`src/rtl/serial_adder_pkg.sv`:
```
// Shared definitions for the bit-serial adder: FSM state encoding and default width.
package serial_adder_pkg;

    localparam int SA_N = 8;

    typedef enum logic [1:0] {
        IDLE  = 2'd0,
        SHIFT = 2'd1,
        DONE  = 2'd2
    } sa_state_e;

endpackage

```
`src/rtl/serial_adder_full_adder.sv`:
```
// One-bit full adder cell: combinational sum and carry of two bits plus a carry-in.
module Full_Adder (
    input  logic a_i,
    input  logic b_i,
    input  logic c_i,
    output logic s_o,
    output logic c_o
);

    assign s_o = a_i ^ b_i ^ c_i;
    assign c_o = (a_i & b_i) | (c_i & (a_i ^ b_i));

endmodule

```
`src/rtl/serial_adder.sv`:
```
// Bit-serial N-bit adder: one bit pair per clock through a single full-adder cell,
// LSB first, with a registered carry; sum/cout hold until the next accepted start.
module serial_adder
    import serial_adder_pkg::*;
#(
    parameter int N = SA_N
) (
    input  logic         clk,
    input  logic         rst,
    input  logic         start,
    input  logic [N-1:0] a,
    input  logic [N-1:0] b,
    input  logic         cin,
    output logic         busy,
    output logic         done,
    output logic [N-1:0] sum,
    output logic         cout
);

    localparam int CW = $clog2(N);
    localparam logic [CW-1:0] CNT_LAST = CW'(N - 1);

    sa_state_e     state_q, state_d;
    logic [N-1:0]  a_q, a_d;
    logic [N-1:0]  b_q, b_d;
    logic [N-1:0]  sum_q, sum_d;
    logic          carry_q, carry_d;
    logic [CW-1:0] cnt_q, cnt_d;
    logic          fa_s, fa_c;

    Full_Adder u_fa (
        .a_i (a_q[0]),
        .b_i (b_q[0]),
        .c_i (carry_q),
        .s_o (fa_s),
        .c_o (fa_c)
    );

    always_ff @(posedge clk or posedge rst) begin
        if (rst) begin
            state_q <= IDLE;
            a_q     <= '0;
            b_q     <= '0;
            sum_q   <= '0;
            carry_q <= 1'b0;
            cnt_q   <= '0;
        end else begin
            state_q <= state_d;
            a_q     <= a_d;
            b_q     <= b_d;
            sum_q   <= sum_d;
            carry_q <= carry_d;
            cnt_q   <= cnt_d;
        end
    end

    always_comb begin
        state_d = state_q;
        a_d     = a_q;
        b_d     = b_q;
        sum_d   = sum_q;
        carry_d = carry_q;
        cnt_d   = cnt_q;
        case (state_q)
            IDLE: begin
                if (start) begin
                    a_d     = a;
                    b_d     = b;
                    carry_d = cin;
                    cnt_d   = '0;
                    sum_d   = '0;
                    state_d = SHIFT;
                end
            end
            SHIFT: begin
                // Each sum bit enters at the MSB so that after N shifts bit 0 lands at sum[0].
                sum_d   = {fa_s, sum_q[N-1:1]};
                a_d     = {1'b0, a_q[N-1:1]};
                b_d     = {1'b0, b_q[N-1:1]};
                carry_d = fa_c;
                cnt_d   = cnt_q + CW'(1);
                if (cnt_q == CNT_LAST) begin
                    state_d = DONE;
                end
            end
            DONE: begin
                state_d = IDLE;
            end
            default: begin
                state_d = IDLE;
            end
        endcase
    end

    assign busy = (state_q == SHIFT);
    assign done = (state_q == DONE);
    assign sum  = sum_q;
    assign cout = carry_q;

endmodule

```
`config.mk`:
```
export PLATFORM = sky130hd
export DESIGN_NAME = serial_adder
export DESIGN_NICKNAME = d
export VERILOG_FILES = /design/src/rtl/serial_adder_pkg.sv /design/src/rtl/serial_adder_full_adder.sv /design/src/rtl/serial_adder.sv
export SDC_FILE = /design/constraint.sdc
export NUM_CORES = 1
export LEC_CHECK = 0
export BUFFER_PORTS_ARGS = -buffer_cell sky130_fd_sc_hd__buf_2
export CORE_MARGIN = 5
export CORE_UTILIZATION = 40
export CTS_CLUSTER_SIZE = 28
export DETAILED_ROUTE_END_ITERATION = 6
export PLACE_DENSITY = 0.72
export SYNTH_ARGS = -nofsm -noshare
export SYNTH_HDL_FRONTEND = slang
export SYNTH_HIERARCHICAL = 1
export SYNTH_SLANG_ARGS = --single-unit
```
`constraint.sdc`:
```
create_clock -name clk -period 1.17 [get_ports clk]
set_input_delay 0.1755 -clock clk [delete_from_list [all_inputs] [get_ports clk]]
set_output_delay 0.1755 -clock clk [all_outputs]
set_load 0.02 [all_outputs]
```
Word-level counts from Yosys, hierarchy flattened
Index checks and enable logic that the tools add are counted.
- register bits after elaboration: 30
- bits in latches: 0
- RAM bits: 0
- bits in read-only memories: 0
- bits of input ports: 20
- output and inout port bits: 11
- word-level logic and storage cells: 34
- memories: 0
- add/subtract/negate cells: 1
- $mul: 0
- div/mod/pow operators: 0
- $lt $le $gt $ge: 0
- eq/ne operators: 5
- shift operators: 0
- muxes and demuxes: 13
- bitwise gates (word level): 5
- reduce and logical (&&, ||, !) cells: 4
- operators with widths (operator ; count):
    $pmux W8 S2 ; 3
    $mux W8 ; 3
    $pmux W3 S2 ; 1
    $mux W2 ; 2
    $pmux W2 S2 ; 1
    $reduce_and A2 Y1 ; 2
    $add A3 B1 Y3 const B ; 1
    $eq A3 B3 Y1 const B ; 1
    $mux W3 ; 1
    $and A1 B1 Y1 ; 2
    $eq A2 B1 Y1 const B ; 1
    $eq A2 B2 Y1 const B ; 1
    $logic_not A2 Y1 ; 1
    $ne A2 B1 Y1 const B ; 1
    $ne A2 B2 Y1 const B ; 1
    $pmux W1 S2 ; 1
    $reduce_bool A2 Y1 ; 1
    $xor A1 B1 Y1 ; 2
    $mux W1 ; 1
    $or A1 B1 Y1 ; 1

Depth between registers and ports, before layout
Gate-level depths: netlist of the first run.
- depth after elaboration: 4
- gate-level depth with buffers: 6
- gate-level depth less buffers: 5

Hierarchy
Netlist of the first run, hierarchy kept.
- modules (own cells, without submodules) (module ; instances ; cells an instance ; area an instance (µm²) ; sequential area each (µm²)):
    serial_adder ; 1 ; 121 ; 1396.3 ; 750.7
    Full_Adder ; 1 ; 1 ; 20.0 ; 0.0

Worst setup path after synthesis of the first run
OpenSTA, ideal clock, no wires.
- path type: flip-flop to output port
- start: reg state_q[1]
- end: out done
- arrival time: 1.082 ns
- required time: 0.995 ns
- slack: -0.087 ns
- cell stages (with the launch flop): 4
- buffers on the path: 2
- cell sequence: dfrtp_1 -> buf_2 -> buf_2 -> nor2b_1
- longest elaborated chain between the ends: 1
- ends and longest elaborated chain (element ; RTL line ; source):
    from (decl) ; serial_adder.sv:23 ; sa_state_e state_q, state_d;
    from (signal assigned) ; serial_adder.sv:48 ; state_q <= state_d;
    $eq A2 B2 Y1 ; serial_adder.sv:96 ; assign done = (state_q == DONE);
    to (decl) ; serial_adder.sv:15 ; output logic done,
Every way passes these cells.

Worst setup path after layout of the first run
- start: reg state_q[0]
- end: out done
The elaborated chain is that of the path after synthesis.

==> results of run 1 <==
## per-stage QoR
| step | setup TNS [ns] | util (%) | worst slack [ns] | instance area [µm²] | total power, W |
|---|---|---|---|---|---|
| global placement | -0.796 | 49.8 | -0.0747 | 1690 | 0.00381 |
| floorplan | -0.0109 | - | -0.0106 | 1430 | 0.00321 |
| finish | -1.26 | 59.4 | -0.160 | 2010 | 0.00527 |
| CTS | -1.26 | 58.0 | -0.172 | 1970 | 0.00516 |
| global route | -2.43 | 59.4 | -0.219 | 2010 | 0.00565 |
| detailed placement | -2.03 | 49.8 | -0.149 | 1690 | 0.00390 |
## cells in the mapped netlist (2+ instances only)
cell type and instances:
a21oi_1 7, a221oi_1 5, a22o_1 10, buf_2 5, buf_6 3, dfrtp_1 30, ha_1 2, inv_1 9
nand2_1 4, nand3b_1 3, nor2_1 3, nor2b_1 7, nor3b_1 11, o21ai_0 5, o221a_2 3, o22a_1 6
## final cells by class
type | count | area (µm²) | share of cell area, %
Sequential cell | 30 | 754 | 37.5
Multi-Input combinational cell | 75 | 694 | 34.5
Timing Repair Buffer | 55 | 390 | 19.4
Tap cell | 46 | 57.6 | 2.86
Clock inverter | 3 | 40.0 | 1.99
Inverter | 9 | 38.8 | 1.93
Clock buffer | 5 | 37.5 | 1.86
## layer usage
layer | track usage (%) | part of all wire, % | up-vias | wire [µm]
met5 | 0 | 0 | - | 0
met4 | 9.11 | 1.4 | 0 | 48
met3 | 2.90 | 3.9 | 6 | 132
met2 | 24.9 | 51 | 26 | 1740
met1 | 19.0 | 43 | 559 | 1480
li1 | - | - | 555 | -
## critical path: cells and delay by family (launching register included)
family                 cells  cell delay, ns
buffers and inverters      2            0.26
flip-flops                 1            0.46
AND/OR/NAND/NOR            1            0.10
## layout by cell type, fill, tap and decap left out, drive strengths merged
| cell type | count |
|---|---|
| a21oi | 7 |
| a221oi | 5 |
| a22o | 10 |
| a22oi | 1 |
| and2 | 1 |
| buf | 54 |
| bufinv | 1 |
| clkbuf | 5 |
| clkinv | 2 |
| dfrtp | 30 |
| dlygate4sd3 | 1 |
| fa | 1 |
| ha | 2 |
| inv | 9 |
| mux2i | 1 |
| nand2 | 4 |
| nand2b | 1 |
| nand3b | 3 |
| nor2 | 4 |
| nor2b | 7 |
| nor3b | 11 |
| nor4bb | 1 |
| o21ai | 5 |
| o21bai | 2 |
| o221a | 3 |
| o22a | 6 |
## power groups by stage
stage | Clock (W) | Combinational [W] | Sequential (W)
2_1_floorplan | 0 | 0.00130 | 0.00191
3_3_place_gp | 0 | 0.00201 | 0.00181
3_5_place_dp | 0 | 0.00207 | 0.00183
4_1_cts | 0.000841 | 0.00250 | 0.00181
5_1_grt | 0.000903 | 0.00287 | 0.00189
6_report | 0.000816 | 0.00263 | 0.00183
## kinds of logic (layout without fill, tap and decap cells)
kind of cell             after synthesis  count (layout)
AO/OA/AOI/OAI                         38              39
AND/OR/NAND/NOR                       32              32
flip-flops                            30              30
buffers and inverters                 18              72
adder cells (fa/ha/maj)                3               3
multiplexers                           1               1
## flip-flops by register name, summed over array words and instances (netlist names)
register and flops:
cout 1, a_q 8, b_q 8, state_q 2
cnt_q 3, sum 8
## repair_timing
action,4_1_cts,5_1_grt
buffers inserted,5,6
endpoints found under the hold margin,30,0
setup endpoints to repair,31,25
gates resized for setup,34,3
pin swaps,10,7
cloned,1,0
hold buffers,1,0
## worst max path at each step
stage | endpoint | slack [ns] | depth (start not counted)
detailed placement | b_q[6] | -0.15 | 3
finish | done | -0.16 | 3
global placement | cout | -0.07 | 3
floorplan | sum[7] | -0.01 | 2
CTS | done | -0.17 | 3
global route | done | -0.22 | 3
==> flow_metrics.py, run 1 <==
metrics = {
    "status": {
        "status": "finished, violations left",
        "violations": "negative setup slack",
    },
    "floorplanning": {
        "fp.dieH_um": 69.5,
        "fp.dieW_um": 69.5,
        "initial_utilization_pct": 41.8,
        "core-area_um2": 3390,
        "row_count": 21,
        "fp.dieArea_um2": 4830,
        "io_pins": 31,
    },
    "power_and_ir_drop": {
        "p_sw_share_pct": 36.4,
        "internal_power_w": 0.00335,
        "pwr-share-seq_pct": 34.7,
        "leakagePower_nw": 0.923,
        "p_per_area_nw_per_um2": 2620,
        "combPwrFrac_pct": 49.8,
        "ir_drop_uv": 980,
        "clock_power_share_pct": 15.5,
        "p_sw_w": 0.00192,
    },
    "global_routing": {
        "grt_pass1_wl_mm": 5.85,
        "grt_max_degree": 31,
        "grt_antenna_before_repair": 0,
        "grtUsageTotal_pct": 15.4,
        "overflow": 0,
        "grt_pass1_vias": 1173,
    },
    "clocking": {
        "clock_latency_ns": 0.34,
        "clkSlewWorstSetupHoldPaths_ns": 0.09,
        "cts_tree": "yes",
        "root_buffer": "clkbuf_4",
        "h-tree-depth": 2,
        "cts_buffers": 5,
        "cts_buffer_depth": 2,
        "clock-sinks": 30,
    },
    "sta": {
        "fmax_mhz": 752,
        "rsz0062_at_grt": "true",
        "worstMarginPinSlew_ns": 0.404,
        "period_minus_slack_ns": 1.33,
        "hold_slack_ns": 0.0754,
        "clock_skew_ns": 0.00970,
        "finalCritPeriodShare_pct": 114,
        "finalSetupViolations": 17,
        "finalWorstSetupSlack_ns": -0.160,
        "hold_violations": 0,
        "slew_headroom_pct": 73.1,
        "maxSlewViolCount": 0,
    },
    "hold_path": {
        "min_to": "b_q[7]",
        "holdCritStartpoint": "b[7]",
        "hold_depth": 3,
        "hold_path.class": "in -> reg",
    },
    "synthesis": {
        "yosys-top-cells-area": "dfrtp_1 53%, a22o_1 6.2%, nor3b_1 5.8%, o22a_1 3.7%, a221oi_1 3.1%",
        "postSynthAreaPerCell_um2": 11.6,
        "yosysWarnings": 6,
        "synth-seq-area-share_pct": 53.0,
        "synth_fp_nets": 145,
        "yosys.area_share.simple_pct": 14.6,
        "synth_mux_area_share_pct": 0.707,
        "synth_adder_area_share_pct": 3.18,
        "synth_top_family_by_area": "compound AO/OA/AOI/OAI gates",
        "ys_ff_latch": 30,
        "synth_cells": 122,
        "synth-compound-area-share_pct": 21.5,
        "yosys.area.top_type": "dfrtp_1",
        "synth_ff_type": "dfrtp_1",
        "synth_async_sr_flop_share_pct": 100,
        "syn_area_um2": 1420,
        "ys_types": 25,
        "synth-xor-area-share_pct": 0,
        "synth_top_area_share_pct": 53.0,
        "synth-edff-count": 0,
    },
    "place": {
        "io_buffers": 30,
        "detailed_place_hpwl_mm": 2.17,
        "place.gp.congestion": 0.821,
        "dp_cells": 204,
    },
    "setup_path": {
        "cp-start-kind": "flip-flop",
        "worstSetupEndpointType": "output port",
        "arrival_ns": 1.15,
        "crit_fanout": 7,
        "rrSetupSlack_ns": -0.14,
        "r2r_cells": 5,
        "crit_start": "state_q[0]",
        "reg2reg_to": "a_q[0]",
        "crit_top_cell": "buf_6",
        "crit_type": "reg -> out",
        "regToRegStartpoint": "state_q[0]",
        "critPathSlowestCell": "dfrtp_2",
        "path_cells": "buf_6, nor2b_4, buf_6",
        "max_stage_delay_ns": 0.46,
        "critical_path_required_ns": 0.99,
    },
    "route": {
        "ant_nets": 0,
        "wl_mm": 3.39,
        "routedWlPerCell_um": 15.2,
        "viasPerCell": 5.14,
        "drt-pass1-iter-count": 5,
        "drt-initial-drc-count": 70,
        "via_count": 1146,
        "drc": 0,
    },
    "layout": {
        "layout-drive-gt1-share_pct": 49.7,
        "antenna_cells": 0,
        "final_cells": 223,
        "n_fill_cell": 265,
        "nets": 199,
        "syn_to_final_growth_pct": 42.1,
    },
    "job": {
        "max_cap_violations": 0,
    },
}
(Power assumes the default switching activity.)
==> run 2, diff against run 1 <==
Settings changed: SKIP_LAST_GASP set to 1.
==> flow_metrics.py, run 2 (synthesis gave the netlist of run 1 again) <==
metrics = {
    "status": {
        "status": "finished, violations left",
        "violations": "negative setup slack",
    },
    "job": {
        "max_cap_violations": 0,
    },
    "sta": {
        "rsz0062_at_grt": "true",
        "maxSlewViolCount": 0,
        "worstMarginPinSlew_ns": 0.407,
        "fmax_mhz": 747,
        "finalWorstSetupSlack_ns": -0.169,
        "setup_tns_ns": -1.38,
        "slew_headroom_pct": 72.9,
        "clock_skew_ns": 0.00747,
        "period_minus_slack_ns": 1.34,
        "finalSetupViolations": 22,
        "finalCritPeriodShare_pct": 114,
        "hold_violations": 0,
    },
    "hold_path": {
        "hold_depth": 3,
        "hold_path.class": "in -> reg",
        "holdCritStartpoint": "b[7]",
        "min_to": "b_q[7]",
    },
    "route": {
        "drc": 0,
        "drt-pass1-iter-count": 4,
        "ant_nets": 0,
        "routedWlPerCell_um": 15.5,
        "via_count": 1140,
        "viasPerCell": 5.11,
        "wl_mm": 3.45,
        "drt-initial-drc-count": 94,
    },
    "global_routing": {
        "grt_pass1_vias": 1174,
        "grt_antenna_before_repair": 0,
        "overflow": 0,
        "grt_max_degree": 31,
        "grt_pass1_wl_mm": 5.82,
        "grtUsageTotal_pct": 15.3,
    },
    "floorplanning": {
        "io_pins": 31,
        "initial_utilization_pct": 41.8,
        "fp.dieArea_um2": 4830,
        "fp.dieW_um": 69.5,
        "row_count": 21,
        "core-area_um2": 3390,
        "fp.dieH_um": 69.5,
    },
    "setup_path": {
        "critical_path_required_ns": 0.99,
        "crit_fanout": 7,
        "critPathSlowestCell": "dfrtp_2",
        "arrival_ns": 1.16,
        "rrSetupSlack_ns": -0.14,
        "path_cells": "buf_6, nor2b_4, buf_6",
        "worstSetupEndpointType": "output port",
        "crit_type": "reg -> out",
        "regToRegStartpoint": "state_q[0]",
        "cp-start-kind": "flip-flop",
        "max_stage_delay_ns": 0.46,
        "r2r_cells": 5,
        "crit_top_cell": "buf_6",
        "reg2reg_to": "a_q[2]",
    },
    "layout": {
        "nets": 199,
        "layout-drive-gt1-share_pct": 50.3,
        "layout_common_cells": "27 x dfrtp_1, 27 x buf_2, 19 x buf_4",
        "syn_to_final_growth_pct": 42.2,
        "final_cells": 223,
        "antenna_cells": 0,
    },
    "clocking": {
        "clkSlewWorstSetupHoldPaths_ns": 0.09,
        "cts_tree": "yes",
        "clock_latency_ns": 0.34,
        "clock-sinks": 30,
        "root_buffer": "clkbuf_4",
        "cts_buffers": 5,
        "h-tree-depth": 2,
        "cts_buffer_depth": 2,
    },
    "power_and_ir_drop": {
        "p_sw_share_pct": 36.5,
        "combPwrFrac_pct": 49.7,
        "p_per_area_nw_per_um2": 2620,
        "leakagePower_nw": 0.924,
        "ir_drop_uv": 1020,
        "clock_power_share_pct": 15.5,
        "internal_power_w": 0.00335,
        "p_sw_w": 0.00193,
        "pwr-share-seq_pct": 34.8,
    },
    "place": {
        "detailed_place_hpwl_mm": 2.17,
        "dp_slack_ns": -0.149,
        "dp_cells": 204,
        "place.gp.congestion": 0.821,
        "io_buffers": 30,
    },
}
run 2: worst max-delay path by stage:
stage / from / end / slack [ns] / cells past startpoint
after CTS: state_q[0] / done / -0.17 / 3
after global placement: state_q[0] / cout / -0.07 / 3
after floorplan: cout / sum[7] / -0.01 / 2
after global routing: state_q[0] / done / -0.22 / 3
final: state_q[0] / done / -0.17 / 3
after detailed placement: state_q[0] / b_q[6] / -0.15 / 3
run 2: per-layer routing:
metal,global-route usage [%],part of all wire (%)
met3,2.90,3.4
met4,9.98,2.8
met5,0,0
met1,19.0,44
met2,24.3,50
run 2: repair_timing:
item                                    in CTS  in global routing
hold buffers                                 1                  0
resized for setup                           32                  5
pin swaps                                   10                  6
cloned                                       1                  0
endpoints found under the setup margin      31                 25
endpoints found under the hold margin       30                  0
buffers inserted                             5                  6
run 2: power groups by stage:
stage | Combinational [W] | Sequential (W) | Clock, W
floorplan | 0.00130 | 0.00191 | 0
global placement | 0.00201 | 0.00181 | 0
detailed placement | 0.00207 | 0.00183 | 0
CTS | 0.00248 | 0.00181 | 0.000841
global route | 0.00286 | 0.00189 | 0.000902
finish | 0.00262 | 0.00184 | 0.000820
run 2: cell type report:
cell class                      instances  area [µm²]
Clock buffer                            5        37.5
Clock inverter                          3        40.0
Fill cell                             265        1380
Inverter                                9        38.8
Multi-Input combinational cell         75         699
Sequential cell                        30         754
Tap cell                               46        57.6
Timing Repair Buffer                   55         387
run 2: critical path, delay by kind of cell (launching register included):
family	cells	cell delay [ns]
buffers and inverters	2	0.26
DFF	1	0.46
and+or+nand+nor	1	0.10
run 2: through the flow:
stage	cell area [µm²]	util [%]	total power, W	hold slack, ns
global route	2010	59.4	0.00565	0.0842
floorplan	1430	-	0.00321	0.266
finish	2010	59.4	0.00528	0.0678
CTS	1960	57.8	0.00514	0.0647
global placement	1690	49.8	0.00381	0.262
detailed placement	1690	49.8	0.00390	0.269
==> run 3, diff against run 2 <==
Settings changed: GPL_TIMING_DRIVEN set to 0.
==> flow_metrics.py, run 3 (synthesis gave the netlist of run 1 again) <==
metrics = {
    "floorplanning": {
        "fp.dieW_um": 69.5,
        "row_count": 21,
        "io_pins": 31,
        "core-area_um2": 3390,
        "fp.dieH_um": 69.5,
        "fp.dieArea_um2": 4830,
        "initial_utilization_pct": 41.8,
    },
    "setup_path": {
        "regToRegStartpoint": "state_q[0]",
        "max_stage_delay_ns": 0.45,
        "crit_top_cell": "buf_6",
        "critical_path.top_delay_family": "flip-flops",
        "crit_fanout": 3,
        "critical_path_required_ns": 0.99,
        "reg2reg_to": "b_q[4]",
        "r2r_cells": 6,
        "cp-start-kind": "flip-flop",
        "critPathSlowestCell": "dfrtp_1",
        "crit_type": "reg -> out",
        "rrSetupSlack_ns": -0.26,
        "path_cells": "buf_6, buf_8, nor2b_4, buf_6",
        "arrival_ns": 1.30,
        "worstSetupEndpointType": "output port",
        "path_buf_inv": 3,
    },
    "place": {
        "place.gp.congestion": 0.816,
        "dp_slack_ns": -0.195,
        "detailed_place_hpwl_mm": 2.22,
        "io_buffers": 29,
    },
    "global_routing": {
        "overflow": 0,
        "grtUsageTotal_pct": 16.1,
        "grt_pass1_vias": 1233,
        "grt_antenna_before_repair": 1,
        "grt_max_degree": 31,
        "grt_pass1_wl_mm": 6.05,
    },
    "sta": {
        "period_minus_slack_ns": 1.48,
        "maxSlewViolCount": 0,
        "worstMarginPinSlew_ns": 1.13,
        "clock_skew_ns": 0.0143,
        "hold_violations": 0,
        "finalCritPeriodShare_pct": 126,
        "fmax_mhz": 678,
        "rsz0062_at_grt": "true",
        "slew_headroom_pct": 24.8,
        "finalSetupViolations": 32,
        "finalWorstSetupSlack_ns": -0.306,
    },
    "clocking": {
        "clock_latency_ns": 0.35,
        "cts_buffer_depth": 2,
        "clkSlewWorstSetupHoldPaths_ns": 0.11,
        "cts_hold_buf": 0,
        "root_buffer": "clkbuf_4",
        "cts_buffers": 5,
        "clock-sinks": 30,
        "cts_tree": "yes",
        "h-tree-depth": 2,
    },
    "power_and_ir_drop": {
        "leakagePower_nw": 0.952,
        "p_per_area_nw_per_um2": 2570,
        "ir_drop_uv": 858,
        "p_total_w": 0.00525,
    },
    "route": {
        "drc": 0,
        "routedWlPerCell_um": 17.4,
        "viasPerCell": 5.32,
        "drt-pass1-iter-count": 4,
        "via_count": 1196,
        "ant_nets": 0,
        "wl_mm": 3.92,
        "drt-initial-drc-count": 113,
    },
    "layout": {
        "layout_common_cells": "29 x dfrtp_1, 27 x buf_2, 13 x buf_4",
        "layout-drive-gt1-share_pct": 50.6,
        "syn_to_final_growth_pct": 44.3,
        "nets": 200,
        "finish.utilization_pct": 60.3,
        "mostFrequentLayoutCell": "dfrtp_1",
    },
    "status": {
        "violations": "negative setup slack",
        "status": "finished, violations left",
    },
    "hold_path": {
        "hold_depth": 3,
        "min_to": "b_q[7]",
        "hold_path.class": "in -> reg",
        "holdCritStartpoint": "b[7]",
    },
    "job": {
        "max_cap_violations": 0,
    },
}
==> run 3: changes by cell type in the layout (fill, tap and decap cells not counted), moves of 3 or more <==
| cell | previous run | this run |
|---|---|---|
| a221oi_1 | 0 | 3 |
| a221oi_2 | 5 | 2 |
| buf_4 | 19 | 13 |
| buf_6 | 7 | 11 |
| buf_8 | 0 | 3 |
==> run 3: final cells by class <==
| type | instances | area (µm²) |
|---|---|---|
| Fill cell | 255 | 1350 |
| Antenna cell | 1 | 2.50 |
| Inverter | 9 | 36.3 |
| Tap cell | 46 | 57.6 |
| Multi-Input combinational cell | 75 | 677 |
| Sequential cell | 30 | 752 |
| Buffer | 8 | 90.1 |
| Clock buffer | 6 | 51.3 |
| Timing Repair Buffer | 48 | 364 |
| Clock inverter | 2 | 12.5 |
==> run 3: report_power, final <==
part | switching (W) | internal, W
combinational | 0.00130 | 0.00145
clock | 0.000403 | 0.000289
sequential | 0.000300 | 0.00151
==> run 3: worst max-delay path by stage <==
stage | from | to | slack, ns | depth (start not counted)
after floorplan | cout | sum[7] | -0.01 | 2
after global placement | state_q[1] | done | -0.17 | 4
after detailed placement | state_q[1] | done | -0.20 | 4
after CTS | state_q[1] | done | -0.24 | 4
after global routing | state_q[1] | done | -0.33 | 4
final | state_q[1] | done | -0.31 | 4
==> run 3: metrics by stage <==
step / hold WS [ns] / instance area (µm²) / std cells / TNS [ns]
2_1_floorplan: 0.266 / 1430 / 122 / -0.0109
3_3_place_gp: 0.425 / 1630 / 197 / -1.86
5_1_grt: 0.0747 / 2040 / 225 / -6.79
6_report: 0.0601 / 2040 / 225 / -5.59
4_1_cts: 0.0734 / 1960 / 219 / -5.15
3_5_place_dp: 0.431 / 1630 / 197 / -4.16
==> run 3: timing repair <==
action	in CTS	in global routing
hold endpoints to repair	0	0
gates resized for setup	39	10
gates cloned	3	0
setup buffers	12	6
pin swaps	10	5
setup endpoints to repair	29	31
==> run 3: layer usage <==
| layer | track usage [%] | up-vias | wire length (µm) |
|---|---|---|---|
| met3 | 5.51 | 6 | 192 |
| met5 | 0 | - | 0 |
| li1 | - | 563 | - |
| met4 | 7.38 | 0 | 82 |
| met2 | 26.5 | 33 | 2040 |
| met1 | 18.8 | 594 | 1610 |
==> run 3: worst min-delay path: stages <==
cell,delay (ns)
buf_2,0.10
nand2_1,0.05
o21ai_1,0.05
